<file path="src/rtl/serial_adder.sv">
// Bit-serial WIDTH-bit adder: one full-adder cell plus a carry flip-flop,
// one bit pair per clock, LSB first, one-cycle done pulse per result.
//
// Ports:
//   clk   - rising-edge clock
//   rst   - asynchronous active-high reset
//   start - load a, b, ci and begin an addition (IDLE or DONE only)
//   a, b  - WIDTH-bit operands, sampled on the accepting edge
//   ci    - initial carry-in, sampled on the accepting edge
//   busy  - high while the addition is in progress
//   done  - one-cycle pulse when s/co hold a new result
//   s, co - registered sum and carry-out of the last completed addition

module full_adder_one (
    input  logic a,
    input  logic b,
    input  logic ci,
    output logic co,
    output logic s
);
    assign s  = a ^ b ^ ci;
    assign co = (a & b) | (a & ci) | (b & ci);
endmodule

module serial_adder #(
    parameter int WIDTH = 8
) (
    input  logic             clk,
    input  logic             rst,
    input  logic             start,
    input  logic [WIDTH-1:0] a,
    input  logic [WIDTH-1:0] b,
    input  logic             ci,
    output logic             busy,
    output logic             done,
    output logic [WIDTH-1:0] s,
    output logic             co
);
    localparam int CNT_W = $clog2(WIDTH) + 1;

    typedef enum logic [1:0] {
        IDLE = 2'd0,
        RUN  = 2'd1,
        DONE = 2'd2
    } state_t;

    state_t             r_state;
    state_t             w_state_next;
    logic [WIDTH-1:0]   r_opa;
    logic [WIDTH-1:0]   r_opb;
    logic [WIDTH-1:0]   r_sum;
    logic [WIDTH-1:0]   r_s;
    logic               r_carry;
    logic               r_co;
    logic [CNT_W-1:0]   r_cnt;

    logic               w_accept;
    logic               w_last;
    logic               w_cell_s;
    logic               w_cell_co;
    logic [WIDTH-1:0]   w_sum_next;

    full_adder_one u_cell (
        .a  (r_opa[0]),
        .b  (r_opb[0]),
        .ci (r_carry),
        .co (w_cell_co),
        .s  (w_cell_s)
    );

    assign w_accept = start && (r_state == IDLE || r_state == DONE);
    assign w_last   = (r_cnt == CNT_W'(WIDTH - 1));

    // Sum register fills from the top so the LSB lands at bit 0 last.
    always_comb begin
        w_sum_next = r_sum >> 1;
        w_sum_next[WIDTH-1] = w_cell_s;
    end

    always_ff @(posedge clk or posedge rst) begin
        if (rst) r_state <= IDLE;
        else     r_state <= w_state_next;
    end

    always_comb begin
        w_state_next = r_state;
        unique case (r_state)
            IDLE: if (start) w_state_next = RUN;
            RUN:  if (w_last) w_state_next = DONE;
            DONE: w_state_next = start ? RUN : IDLE;
            default: w_state_next = IDLE;
        endcase
    end

    always_ff @(posedge clk or posedge rst) begin
        if (rst) begin
            r_opa   <= '0;
            r_opb   <= '0;
            r_sum   <= '0;
            r_carry <= 1'b0;
            r_cnt   <= '0;
            r_s     <= '0;
            r_co    <= 1'b0;
        end else if (w_accept) begin
            r_opa   <= a;
            r_opb   <= b;
            r_carry <= ci;
            r_cnt   <= '0;
            r_sum   <= '0;
        end else if (r_state == RUN) begin
            r_opa   <= r_opa >> 1;
            r_opb   <= r_opb >> 1;
            r_carry <= w_cell_co;
            r_sum   <= w_sum_next;
            r_cnt   <= r_cnt + CNT_W'(1);
            if (w_last) begin
                r_s  <= w_sum_next;
                r_co <= w_cell_co;
            end
        end
    end

    assign busy = (r_state == RUN);
    assign done = (r_state == DONE);
    assign s    = r_s;
    assign co   = r_co;
endmodule

</file>
<file path="config.mk">
export PLATFORM = sky130hd
export DESIGN_NAME = serial_adder
export DESIGN_NICKNAME = d
export VERILOG_FILES = /design/src/rtl/serial_adder.sv
export SDC_FILE = /design/constraint.sdc
export NUM_CORES = 1
export LEC_CHECK = 0
export ABC_AREA = 1
export CAP_MARGIN = 20
export CORE_MARGIN = 10
export CORE_UTILIZATION = 48
export CTS_BUF_LIST = sky130_fd_sc_hd__clkbuf_8
export DETAILED_ROUTE_END_ITERATION = 6
export GPL_TIMING_DRIVEN = 0
export PLACE_DENSITY = 0.77
export SYNTH_ARGS = -nofsm -noshare
export SYNTH_HDL_FRONTEND = slang
export SYNTH_SLANG_ARGS = --single-unit
</file>
<file path="constraint.sdc">
create_clock -name clk -period 1.15 [get_ports clk]
set_clock_uncertainty 0.1 [all_clocks]
set_input_delay 0.23 -clock clk [delete_from_list [all_inputs] [get_ports clk]]
set_output_delay 0.23 -clock clk [all_outputs]
set_load 0.005 [all_outputs]
</file>
==> flow_summary.toml <==
[status]
run_status = "complete, but fails checks"
violated_checks = "negative setup slack"

[floorplanning]
die_height_um = 79.9
floorplan.die.width_um = 79.9
floorplan.io_pins = 31
starting_density_of_the_core = 0.508
core_area_um2 = 3390
dieArea_um2 = 6390
num_rows = 21

[layout]
post_route_cells_drive_above_1_share = 0.419
post_layout_nonfiller_instances = 292
post-route-cell-area_um2 = 2570
n_antenna_cell = 0
synthToLayoutAreaGrowth_pct = 49.1
fin_nets = 267
finish.utilization = 0.758

[synthesis]
largest_family_of_logic_cells_by_synthesized_area = "simple AND/OR/NAND/NOR gates"
mappedNetlistArea_um2 = 1720
synth_compound_gate_area_share = 0.0806
yosys-top-cells-area = "dfrtp_1, nand2_1, o21ai_2"
synth_fp_nets = 199
synth_ff_type = "dfrtp_1"
async_flop_share = 1.00
netlist_top_cells_count = "nand2_1, dfrtp_1, inv_1, nand3_1, o21ai_2"
synth_simple_gate_area_frac = 0.248
syn_avg_cell_area_um2 = 9.73
synth_warnings = 0
post-synth-top-area-cell = "dfrtp_1"
synth_cells = 177
share_of_the_yosys_chip_area_belonging_to_registers = 0.566
synth_enable_flop_cells = 0
yosysMostFrequentCell = "nand2_1"
area_share_of_fa_ha_maj_cells_after_synthesis = 0.0189
synth_xor_area_frac = 0
post_synth_num_cell_types = 22
netlist.area_leader.share = 0.566
yosys-mux-area-fraction = 0
synth-seq-cells = 39

[route]
detailedRoute.firstIterationViolations = 108
final_antenna_net_count = 0
wl_um = 4210
detail_routed_net_length_per_standard_cell_um = 14.4
dr_total_vias = 1443
drt_drc_violations_left = 0
vias_per_cell = 4.94
drt_pass1_iterations = 4

[power_and_ir_drop]
irDropWorstVdd_uv = 1190
power-per-cell-area_nw_per_um2 = 2830
post-layout-total-power_uw = 7280
p_leak_uw = 0.00129

[timing]
finalSetupViolCount = 40
worst-slew-pin-transition_ns = 0.821
max_slew_margin = 0.452
worst_slack_ns = -0.366
timing_hold_violations_final = 0
number_of_max_slew_violations_in_the_final_report = 0
grt_setup_unrepaired = "yes"
fin_crit_sh = 1.32
fmax_mhz = 660
hold-worst-slack_ns = 0.333
min_period_ns = 1.52

[worst_setup_path]
critical-path-slowest-cell = "dfrtp_1"
critPathMaxStageDelay_ns = 0.43
worst-path-buf-inv = 4
path_cells = "nand2_4, inv_4, buf_12, buf_12, buf_6"
crit_path_end_kind = "primary output"
timing.critical_path.fanout_max = 2
arrival_ns = 1.19
crit_type = "reg2out"
start_kind = "flop"
cp.required_ns = 0.82
path_delay_family = "flip-flops"
cpMostUsedCell = "buf_12"

[global_route]
antenna_found_initial = 0
grt_first_pass_wirelength_um = 6890
groute.usage.overall = 0.135
grt_ovf = 0
grt_max_degree = 40
grt_pass1_vias = 1522

[place]
placed_cells = 253
hpwl_um = 2570
gp_congestion = 0.771
numPortBuffers = 30
placedInstanceArea_um2 = 2130

[clocking]
sinks_on_clock_net = 39
cts_max_path_buffers = 2
reg_clk_slew_reported_paths_ns = 0.07
hold_buffers = 0
h_tree_depth = 2
cts.root.buffer_cell = "clkbuf_8"
cts_inserted_buffers = 5
clk_latency_ns = 0.29
cts_tree = "done"

[min_path]
hold_path_class = "in2async"

[flow_run]
max_capacitance_violation_total = 0
## timing repair
action / 4_1_cts / 5_1_grt
cloned: 2 / 0
pin swaps: 4 / 6
resized for setup: 70 / 5
buffers inserted: 21 / 8
endpoints found under the setup margin: 41 / 48
## worst register-to-register path, delay by kind of cell, from the launching register on
family | cells | cell delay (ns)
flops | 1 | 0.43
simple gates | 4 | 0.31
buf+inv | 4 | 0.43
## where the power goes
group / switching [uW] / total (uW) / leakage [uW] / internal [uW]
Clock: 458 / 996 / 0.0000557 / 538
Combinational: 1870 / 3910 / 0.000746 / 2040
Sequential: 386 / 2370 / 0.000492 / 1990
## through the flow
step,worst slack (ns),TNS (ns)
3_3_place_gp,-0.608,-16.42
2_1_floorplan,-0.124,-1.04
6_report,-0.366,-6.88
3_5_place_dp,-0.619,-18.40
5_1_grt,-0.387,-8.99
4_1_cts,-0.339,-5.38
## sequential cells by signal, summed over array words and instances, names as in the netlist
register and flops:
r_state 2, r_opa 8, s 8, r_sum 7, r_cnt 4, co 1
r_opb 8, r_carry 1
## layer usage
layer | vias up | global-route usage | share of wire
met1 | 697 | 0.148 | 0.42
met2 | 38 | 0.232 | 0.50
met3 | 12 | 0.0495 | 0.059
met5 | - | 0 | 0
li1 | 696 | - | -
met4 | 0 | 0.0546 | 0.022
## cell type report
cell class	instances	area, um2
Sequential cell	39	976
Inverter	16	71.3
Tap cell	46	57.6
Fill cell	233	821
Timing Repair Buffer	61	557
Clock buffer	7	96.3
Multi-Input combinational cell	116	711
Clock inverter	1	3.75
Buffer	6	96.3
## placed cells by master, fill, tap and decap left out
cell / Yosys / final
nand2_1: 67 / 50
dfrtp_1: 39 / 39
buf_4: 0 / 25
clkdlybuf4s50_1: 0 / 19
nand2_2: 2 / 11
nand3_1: 12 / 11
nand2_4: 3 / 10
buf_2: 1 / 10
inv_1: 12 / 9
o21ai_2: 8 / 8
clkbuf_8: 0 / 7
o22ai_1: 7 / 6
inv_2: 2 / 5
nand3_2: 4 / 5
buf_6: 2 / 4
buf_12: 2 / 4
nor2_1: 5 / 4
buf_8: 1 / 3
o21ai_1: 1 / 2
buf_16: 0 / 2
nand2_8: 0 / 1
inv_6: 0 / 1
inv_4: 2 / 1
a21oi_2: 0 / 1
nor2_4: 1 / 1
o22ai_2: 0 / 1
nor2_2: 0 / 1
clkinvlp_4: 0 / 1
a21oi_1: 2 / 1
o21ai_0: 2 / 1
fa_1: 1 / 1
ha_2: 0 / 1
## kinds of logic (layout without fill, tap and decap cells)
| kind of cell | count (synthesis) | in the layout |
|---|---|---|
| flops | 39 | 39 |
| buf+inv | 22 | 91 |
| fa+ha+maj | 2 | 2 |
| compound gates | 20 | 20 |
| simple gates | 94 | 94 |
## worst paths after layout
check / start / end / slack, ns / cells after the start
worst max-delay path: r_state[0] / busy / -0.37 / 5
min in group clk: a[7] / r_opa[7] / 0.37 / 3
worst min register to register: r_opa[7] / r_opa[7] / 0.38 / 2
max in group asynchronous: rst / s[2] / 0.17 / 2
worst max register to register: r_state[0] / r_opb[3] / -0.24 / 8
worst min-delay path: rst / s[6] / 0.33 / 2
(Power assumes the default switching activity.)
